### src/rtl/operand_loader_pkg.sv
// rtl/operand_loader_pkg.sv - shared state encoding and default timing for the operand loader
//
// Holds the FSM state type (S_A=0, S_B=1, S_SHOW=2; code 3 unused), the default
// debounce length and counter width, and the state-to-LED one-hot mapping.
// No ports. OPLOAD_BTN_SYNC_EN is consumed by btn_debounce, not here.
package operand_loader_pkg;

  typedef enum logic [1:0] {
    S_A    = 2'd0,
    S_B    = 2'd1,
    S_SHOW = 2'd2
  } state_t;

  // 10 ms at 50 MHz; 2^19 > 500000.
  localparam int DB_CYCLES_DEF = 500000;
  localparam int DB_W_DEF      = 19;

  function automatic logic [2:0] step_onehot(state_t s);
    case (s)
      S_A:     step_onehot = 3'b001;
      S_B:     step_onehot = 3'b010;
      S_SHOW:  step_onehot = 3'b100;
      default: step_onehot = 3'b001;
    endcase
  endfunction

endpackage

### src/rtl/operand_loader_btn_debounce.sv
// rtl/operand_loader_btn_debounce.sv - button synchronizer, debouncer and rising-edge detector
//
// Ports:
//   mclk   in   master clock, rising edge
//   rs     in   synchronous active-low reset
//   btn    in   raw bouncing push-button, active-high
//   press  out  one-cycle pulse per debounced rising edge
// Macro OPLOAD_BTN_SYNC_EN: when defined, btn passes through two flops first.
module btn_debounce
  import operand_loader_pkg::*;
#(
  parameter int DB_CYCLES = DB_CYCLES_DEF,
  parameter int DB_W      = DB_W_DEF
) (
  input  logic mclk,
  input  logic rs,
  input  logic btn,
  output logic press
);

  localparam logic [DB_W-1:0] CNT_TOP = DB_W'(DB_CYCLES - 1);

  logic            btn_s;
  logic [DB_W-1:0] cnt;
  logic            btn_db;
  logic            btn_db_q;

`ifdef OPLOAD_BTN_SYNC_EN
  logic sync0;
  logic sync1;

  always_ff @(posedge mclk) begin
    if (!rs) begin
      sync0 <= 1'b0;
      sync1 <= 1'b0;
    end else begin
      sync0 <= btn;
      sync1 <= sync0;
    end
  end

  assign btn_s = sync1;
`else
  assign btn_s = btn;
`endif

  always_ff @(posedge mclk) begin
    if (!rs) begin
      cnt      <= '0;
      btn_db   <= 1'b0;
      btn_db_q <= 1'b0;
      press    <= 1'b0;
    end else begin
      btn_db_q <= btn_db;
      // Registered so the FSM sees press straight from a flop; only the
      // rising edge of the debounced level counts, release is ignored.
      press    <= btn_db & ~btn_db_q;
      if (btn_s != btn_db) begin
        // Any matching sample restarts the count, so short glitches never
        // get through.
        if (cnt == CNT_TOP) begin
          btn_db <= btn_s;
          cnt    <= '0;
        end else begin
          cnt <= cnt + 1'b1;
        end
      end else begin
        cnt <= '0;
      end
    end
  end

endmodule

### src/rtl/operand_loader.sv
// rtl/operand_loader.sv - two-step operand capture (A then B) from shared switches
//
// Ports:
//   mclk        in   master clock, rising edge
//   rs          in   synchronous active-low reset
//   sw[3:0]     in   operand switches, quasi-static
//   btn         in   raw push-button, active-high
//   a_out[3:0]  out  registered operand A
//   b_out[3:0]  out  registered operand B
//   ab_valid    out  high while in S_SHOW
//   load_pulse  out  one cycle, concurrent with the new b_out
//   step_led    out  one-hot state {S_SHOW, S_B, S_A}
// Macro OPLOAD_BTN_SYNC_EN: enables the two-flop button synchronizer.
module operand_loader
  import operand_loader_pkg::*;
#(
  parameter int DB_CYCLES = DB_CYCLES_DEF,
  parameter int DB_W      = DB_W_DEF
) (
  input  logic       mclk,
  input  logic       rs,
  input  logic [3:0] sw,
  input  logic       btn,
  output logic [3:0] a_out,
  output logic [3:0] b_out,
  output logic       ab_valid,
  output logic       load_pulse,
  output logic [2:0] step_led
);

  logic       press;
  state_t     state;
  state_t     state_next;
  logic [3:0] a_next;
  logic [3:0] b_next;
  logic       load_next;

  btn_debounce #(
    .DB_CYCLES(DB_CYCLES),
    .DB_W     (DB_W)
  ) u_btn_debounce (
    .mclk (mclk),
    .rs   (rs),
    .btn  (btn),
    .press(press)
  );

  always_comb begin
    state_next = state;
    a_next     = a_out;
    b_next     = b_out;
    load_next  = 1'b0;
    case (state)
      S_A: begin
        if (press) begin
          a_next     = sw;
          state_next = S_B;
        end
      end
      S_B: begin
        if (press) begin
          b_next     = sw;
          state_next = S_SHOW;
          load_next  = 1'b1;
        end
      end
      S_SHOW: begin
        // Operands are kept so the adder output stays meaningful until the
        // next A capture.
        if (press) state_next = S_A;
      end
      default: state_next = S_A;  // unused code 3: recover, no writes
    endcase
  end

  always_ff @(posedge mclk) begin
    if (!rs) begin
      state      <= S_A;
      a_out      <= 4'd0;
      b_out      <= 4'd0;
      ab_valid   <= 1'b0;
      load_pulse <= 1'b0;
      step_led   <= 3'b001;
    end else begin
      state      <= state_next;
      a_out      <= a_next;
      b_out      <= b_next;
      // Derived from next state so the indicators change on the capture edge.
      ab_valid   <= (state_next == S_SHOW);
      load_pulse <= load_next;
      step_led   <= step_onehot(state_next);
    end
  end

endmodule

### config.mk
export PLATFORM = sky130hd
export DESIGN_NAME = operand_loader
export DESIGN_NICKNAME = d
export VERILOG_FILES = /design/src/rtl/operand_loader_pkg.sv /design/src/rtl/operand_loader_btn_debounce.sv /design/src/rtl/operand_loader.sv
export SDC_FILE = /design/constraint.sdc
export NUM_CORES = 1
export LEC_CHECK = 0
export ABC_AREA = 1
export BUFFER_PORTS_ARGS = -buffer_cell sky130_fd_sc_hd__buf_2
export CAP_MARGIN = 20
export CORE_MARGIN = 2
export CORE_UTILIZATION = 52
export DETAILED_ROUTE_END_ITERATION = 10
export GPL_TIMING_DRIVEN = 0
export PLACE_DENSITY = 0.75
export SETUP_SLACK_MARGIN = 0.02
export SYNTH_ARGS = -nofsm -noshare
export SYNTH_HDL_FRONTEND = slang
export SYNTH_HIERARCHICAL = 1
export SYNTH_SLANG_ARGS = --single-unit
### constraint.sdc
create_clock -name mclk -period 1.6 [get_ports mclk]
set_clock_uncertainty 0.15 [all_clocks]
set_input_delay 0.16 -clock mclk [delete_from_list [all_inputs] [get_ports mclk]]
set_output_delay 0.16 -clock mclk [all_outputs]
set_load 0.1 [all_outputs]
Word level (Yosys, flattened, before mapping)
Index checks and enable logic that the tools add are counted.
{"block": "totals", "elab_cells": 33, "ff_bits": 37, "output_inout_bits": 13}
{"block": "classes", "n_reduce_logical": 6, "n_mux": 6, "bitwise": 4, "n_addsub": 1, "eq_ne": 6}
{"cell": "$add A19 B1 Y19 const B", "count": 1}
{"cell": "$eq A19 B19 Y1 const B", "count": 1}
{"cell": "$reduce_and A2 Y1", "count": 4}
{"cell": "$mux W2", "count": 3}
{"cell": "$pmux W2 S3", "count": 1}
{"cell": "$pmux W3 S2", "count": 1}
{"cell": "$eq A2 B1 Y1 const B", "count": 2}
{"cell": "$eq A2 B2 Y1 const B", "count": 2}
{"cell": "$not A1 Y1", "count": 3}
{"cell": "$reduce_or A3 Y1", "count": 1}
{"cell": "$logic_not A2 Y1", "count": 1}
{"cell": "$and A1 B1 Y1", "count": 1}
{"cell": "$mux W1", "count": 1}
{"cell": "$ne A1 B1 Y1", "count": 1}

Longest topological paths before layout
{"block": "depth", "ltp_word": 4, "mapped_depth": 9}

By module
The synthesis kept the hierarchy.
{"mod": "btn_debounce", "area_each_um2": 1197.4, "n_inst": 1, "cells_each": 176}
{"mod": "operand_loader", "area_each_um2": 604.3, "n_inst": 1, "cells_each": 80}

Least setup slack after synthesis
OpenSTA, ideal clock, no wires.
{"block": "synth_path", "path_kind": "register -> output", "start": "register ab_valid (netlist name)", "end": "output step_led[2]", "t_required_ns": 1.290, "arrival_ns": 1.356, "n_path_buf": 1, "path_stages_with_launch": 2, "setup_slack_ns": -0.066, "path_cell_list": "dfxtp_1 buf_4"}
{"element": "to (decl)", "line_no": "operand_loader.sv:28", "source": "output logic [2:0] step_led"}

Final worst setup path
{"block": "layout_path", "start": "input btn", "end": "register u_btn_debounce.cnt[11]"}
{"block": "layout_via", "elab_chain_len": 3}
{"element": "from (decl)", "line_no": "operand_loader.sv:23", "source": "input logic btn,"}
{"element": "$ne A1 B1 Y1", "line_no": "operand_loader_btn_debounce.sv:58", "source": "if (btn_s != btn_db) begin"}
{"element": "$not A1 Y1 (no source line)"}
{"element": "$reduce_or A3 Y1 (no source line)"}
{"element": "to (signal assigned)", "line_no": "operand_loader_btn_debounce.sv:65", "source": "cnt <= cnt + 1'b1;"}
{"element": "to (decl)", "line_no": "operand_loader_btn_debounce.sv:24", "source": "logic [DB_W-1:0] cnt;"}
Every way passes these cells.
A chain may end at the register's enable or synchronous reset.

==> impl_metrics.toml <==
[floorplanning]
initial_core_util_pct = 54.0
die_w_um = 62.9
fp.dieH_um = 62.9
rows = 21
io_pins = 20
die-area_um2 = 3950
core-area_um2 = 3340

[worst_setup_path]
critPathLaunchType = "primary input"
endpoint_kind = "flip-flop"
required_ns = 1.67
crit_type = "primary input to flip-flop"
cp_max_fo = 10
cp_data_arrival_time_ns = 1.59
rr_startpoint = "u_btn_debounce/cnt[0]$_SDFF_PP0_"
startpoint = "btn"
r2r_end = "u_btn_debounce/cnt[16]$_SDFF_PP0_"
reg2reg_depth = 9
rrSetupSlack_ns = 0.11

[yosys]
synth_top_family_by_area = "simple AND/OR/NAND/NOR gates"
synth-edff-count = 0
synthAdderAreaFrac_pct = 2.08
synth_largest_area_cell = "dfxtp_1"
syn_area_per_cell_um2 = 7.04
synthTopCellsByCount = "nand2_1, nor2_1, dfxtp_1"
netlist.area_leader.share_pct = 40.0
synth-simple-area-share_pct = 40.6
post-synth-top-count-cell = "nand2_1"
synth_xor_area_share_pct = 2.92
synthMuxAreaShare_pct = 0
syn-instance-count = 256
synth_ff_type = "dfxtp_1"
ys_top_cells_by_area = "dfxtp_1, nand2_1, nor2_1"
syn_nets = 266
ys_warn_count = 6
ys_ff_latch = 36
ys_seq_area_share_pct = 40.0
synth_area_um2 = 1800
yosysUniqueCellTypes = 25
synth_compound_area_share_pct = 4.03
async_reset_ff_share_pct = 0

[sta]
max_slew_margin_pct = 67.3
tightest_slew_ns = 0.494
hold_viol = 0
slew_violations = 0
setup_viol = 0
fin_crit_sh_pct = 94.6
period_minus_slack_ns = 1.51
fin_ws_ns = 0.0861
max_clock_freq_mhz = 661
rsz0062_at_grt = "true"

[route]
met3_length_um = 124
vias = 1605
dr.pass1.iters = 4
drtAntennaViolNets = 0
wl_um = 3620
wire_per_inst_um = 10.5
drtIter0Drc = 114
drc = 0
wl_met2_um = 1820
wl_met1_um = 1610
vias_per_cell = 4.67
highest_layer = "met4"

[global_route]
first_global_vias = 1443
grt_pass1_wl_um = 5930
grt_max_degree = 12
grtUsageTotal_pct = 18.9
grt_overflow = 0
antenna_found_initial = 0

[power_and_ir_drop]
power.leakage_nw = 0.965
power_density_nw_per_um2 = 707
ir_drop_mv = 0.507

[clock_network]
clk_latency_ns = 0.33
cts-root-buf = "clkbuf_4"
cts_tree = "yes"
cts.path.max_buffers = 2
cts.sinks = 36
clk_pin_slew_ns = 0.11
numCtsBuffers = 5
htree_levels = 2

[placement]
pre_cts_ws_ns = -0.0259
place_inst = 321
place_congestion = 0.838
hpwlAfterDp_um = 2450
io_buffers = 19

[min_path]
hold_start = "u_btn_debounce/btn_db_q$_SDFF_PN0_"
worstHoldEndpoint = "u_btn_debounce/press$_SDFF_PN0_"
holdPathStages = 1
hold_class = "flip-flop to flip-flop"

[finish]
syn2layout_area_growth_pct = 24.4
final_cells = 344
drive_above_1_share_pct = 29.2
final_nets = 307
antenna_cells = 0

[flow_run]
max_cap_violations = 0

[outcome]
outcome = "completed"
## worst max path at each step
| stage | to | slack [ns] | cells past startpoint |
|---|---|---|---|
| global route | u_btn_debounce/cnt[11]$_SDFF_PP0_ | 0.01 | 8 |
| finish | u_btn_debounce/cnt[11]$_SDFF_PP0_ | 0.09 | 8 |
| CTS | step_led[0]$_SDFF_PN1_ | 0.02 | 7 |
| floorplan | step_led[0]$_SDFF_PN1_ | 0.08 | 7 |
| detailed placement | u_btn_debounce/cnt[11]$_SDFF_PP0_ | -0.03 | 7 |
| global placement | u_btn_debounce/cnt[12]$_SDFF_PP0_ | -0.01 | 7 |
## critical path: stages
cell and delay, ns:
dlygate4sd3_1 0.53, buf_2 0.14, or2_2 0.27, nand3_1 0.11, inv_1 0.09, nand2_4 0.10
buf_12 0.14, nor2_2 0.04
## stage by stage
stage               TNS [ns]  hold slack, ns  utilization (%)  area [µm²]  power, W
floorplan                  0           0.126                -        1800  0.000952
global placement     -0.0501           0.222             58.6        1960  0.000969
detailed placement    -0.200           0.248             58.6        1960  0.000969
CTS                        0           0.256             63.8        2130   0.00160
global route               0           0.288             67.2        2240   0.00166
finish                     0           0.254             67.2        2240   0.00158
## layer usage
metal / vias to the layer above / global-route usage [%]
met1: 711 / 20.9
met5: - / 0
met3: 7 / 4.32
li1: 855 / -
met4: 0 / 9.72
met2: 32 / 33.6
## report_power, final
part           switching (W)  internal, W   total, W
registers         0.00000291     0.000896   0.000899
logic              0.0000325    0.0000321  0.0000645
clock network       0.000294     0.000328   0.000621
## flip-flops by register name (all words and copies together), names as in the netlist
| signal | flops |
|---|---|
| u_btn_debounce/press | 1 |
| ab_valid | 1 |
| u_btn_debounce/btn_db_q | 1 |
| state | 2 |
| a_out | 4 |
| step_led | 2 |
| b_out | 4 |
| u_btn_debounce/cnt | 19 |
| load_pulse | 1 |
| u_btn_debounce/btn_db | 1 |
## cell type report
type	instances	area, µm²
clock inverters	2	35.0
plain buffers	4	47.5
repair buffers	34	240
fillers	309	1100
flip-flops and latches	36	734
well taps	46	57.6
inverters	38	145
multi-input cells	178	940
clock buffers	6	41.3
## cells in the final DEF (no fill, tap or decap), types with 3 or more instances in the layout
master	Yosys	routed
nor2_4	4	5
buf_4	1	9
nand2_2	6	7
nand2_1	60	59
a21oi_1	10	10
nand3_2	1	3
xor2_1	4	4
or2_2	3	3
clkbuf_4	0	5
dfxtp_2	0	5
nor2_2	12	12
nand3_1	18	16
buf_2	1	20
nor2_1	46	45
inv_2	3	3
dlygate4sd3_1	0	6
dfxtp_1	36	29
inv_1	35	34
## logic make-up after synthesis
group,count (synthesis)
simple gates,156
compound gates,13
xor+xnor,6
buf+inv,42
flops,36
fa+ha+maj,3
## what timing repair did
| action | in CTS | in global routing |
|---|---|---|
| gates cloned | 0 | 1 |
| pin swaps | 2 | 4 |
| hold endpoints to repair | 12 | 0 |
| hold buffers | 6 | 0 |
| setup endpoints to repair | 12 | 17 |
| setup buffers | 3 | 5 |
| gates resized for setup | 7 | 13 |
No activity file was read; power rests on OpenSTA's default activity.
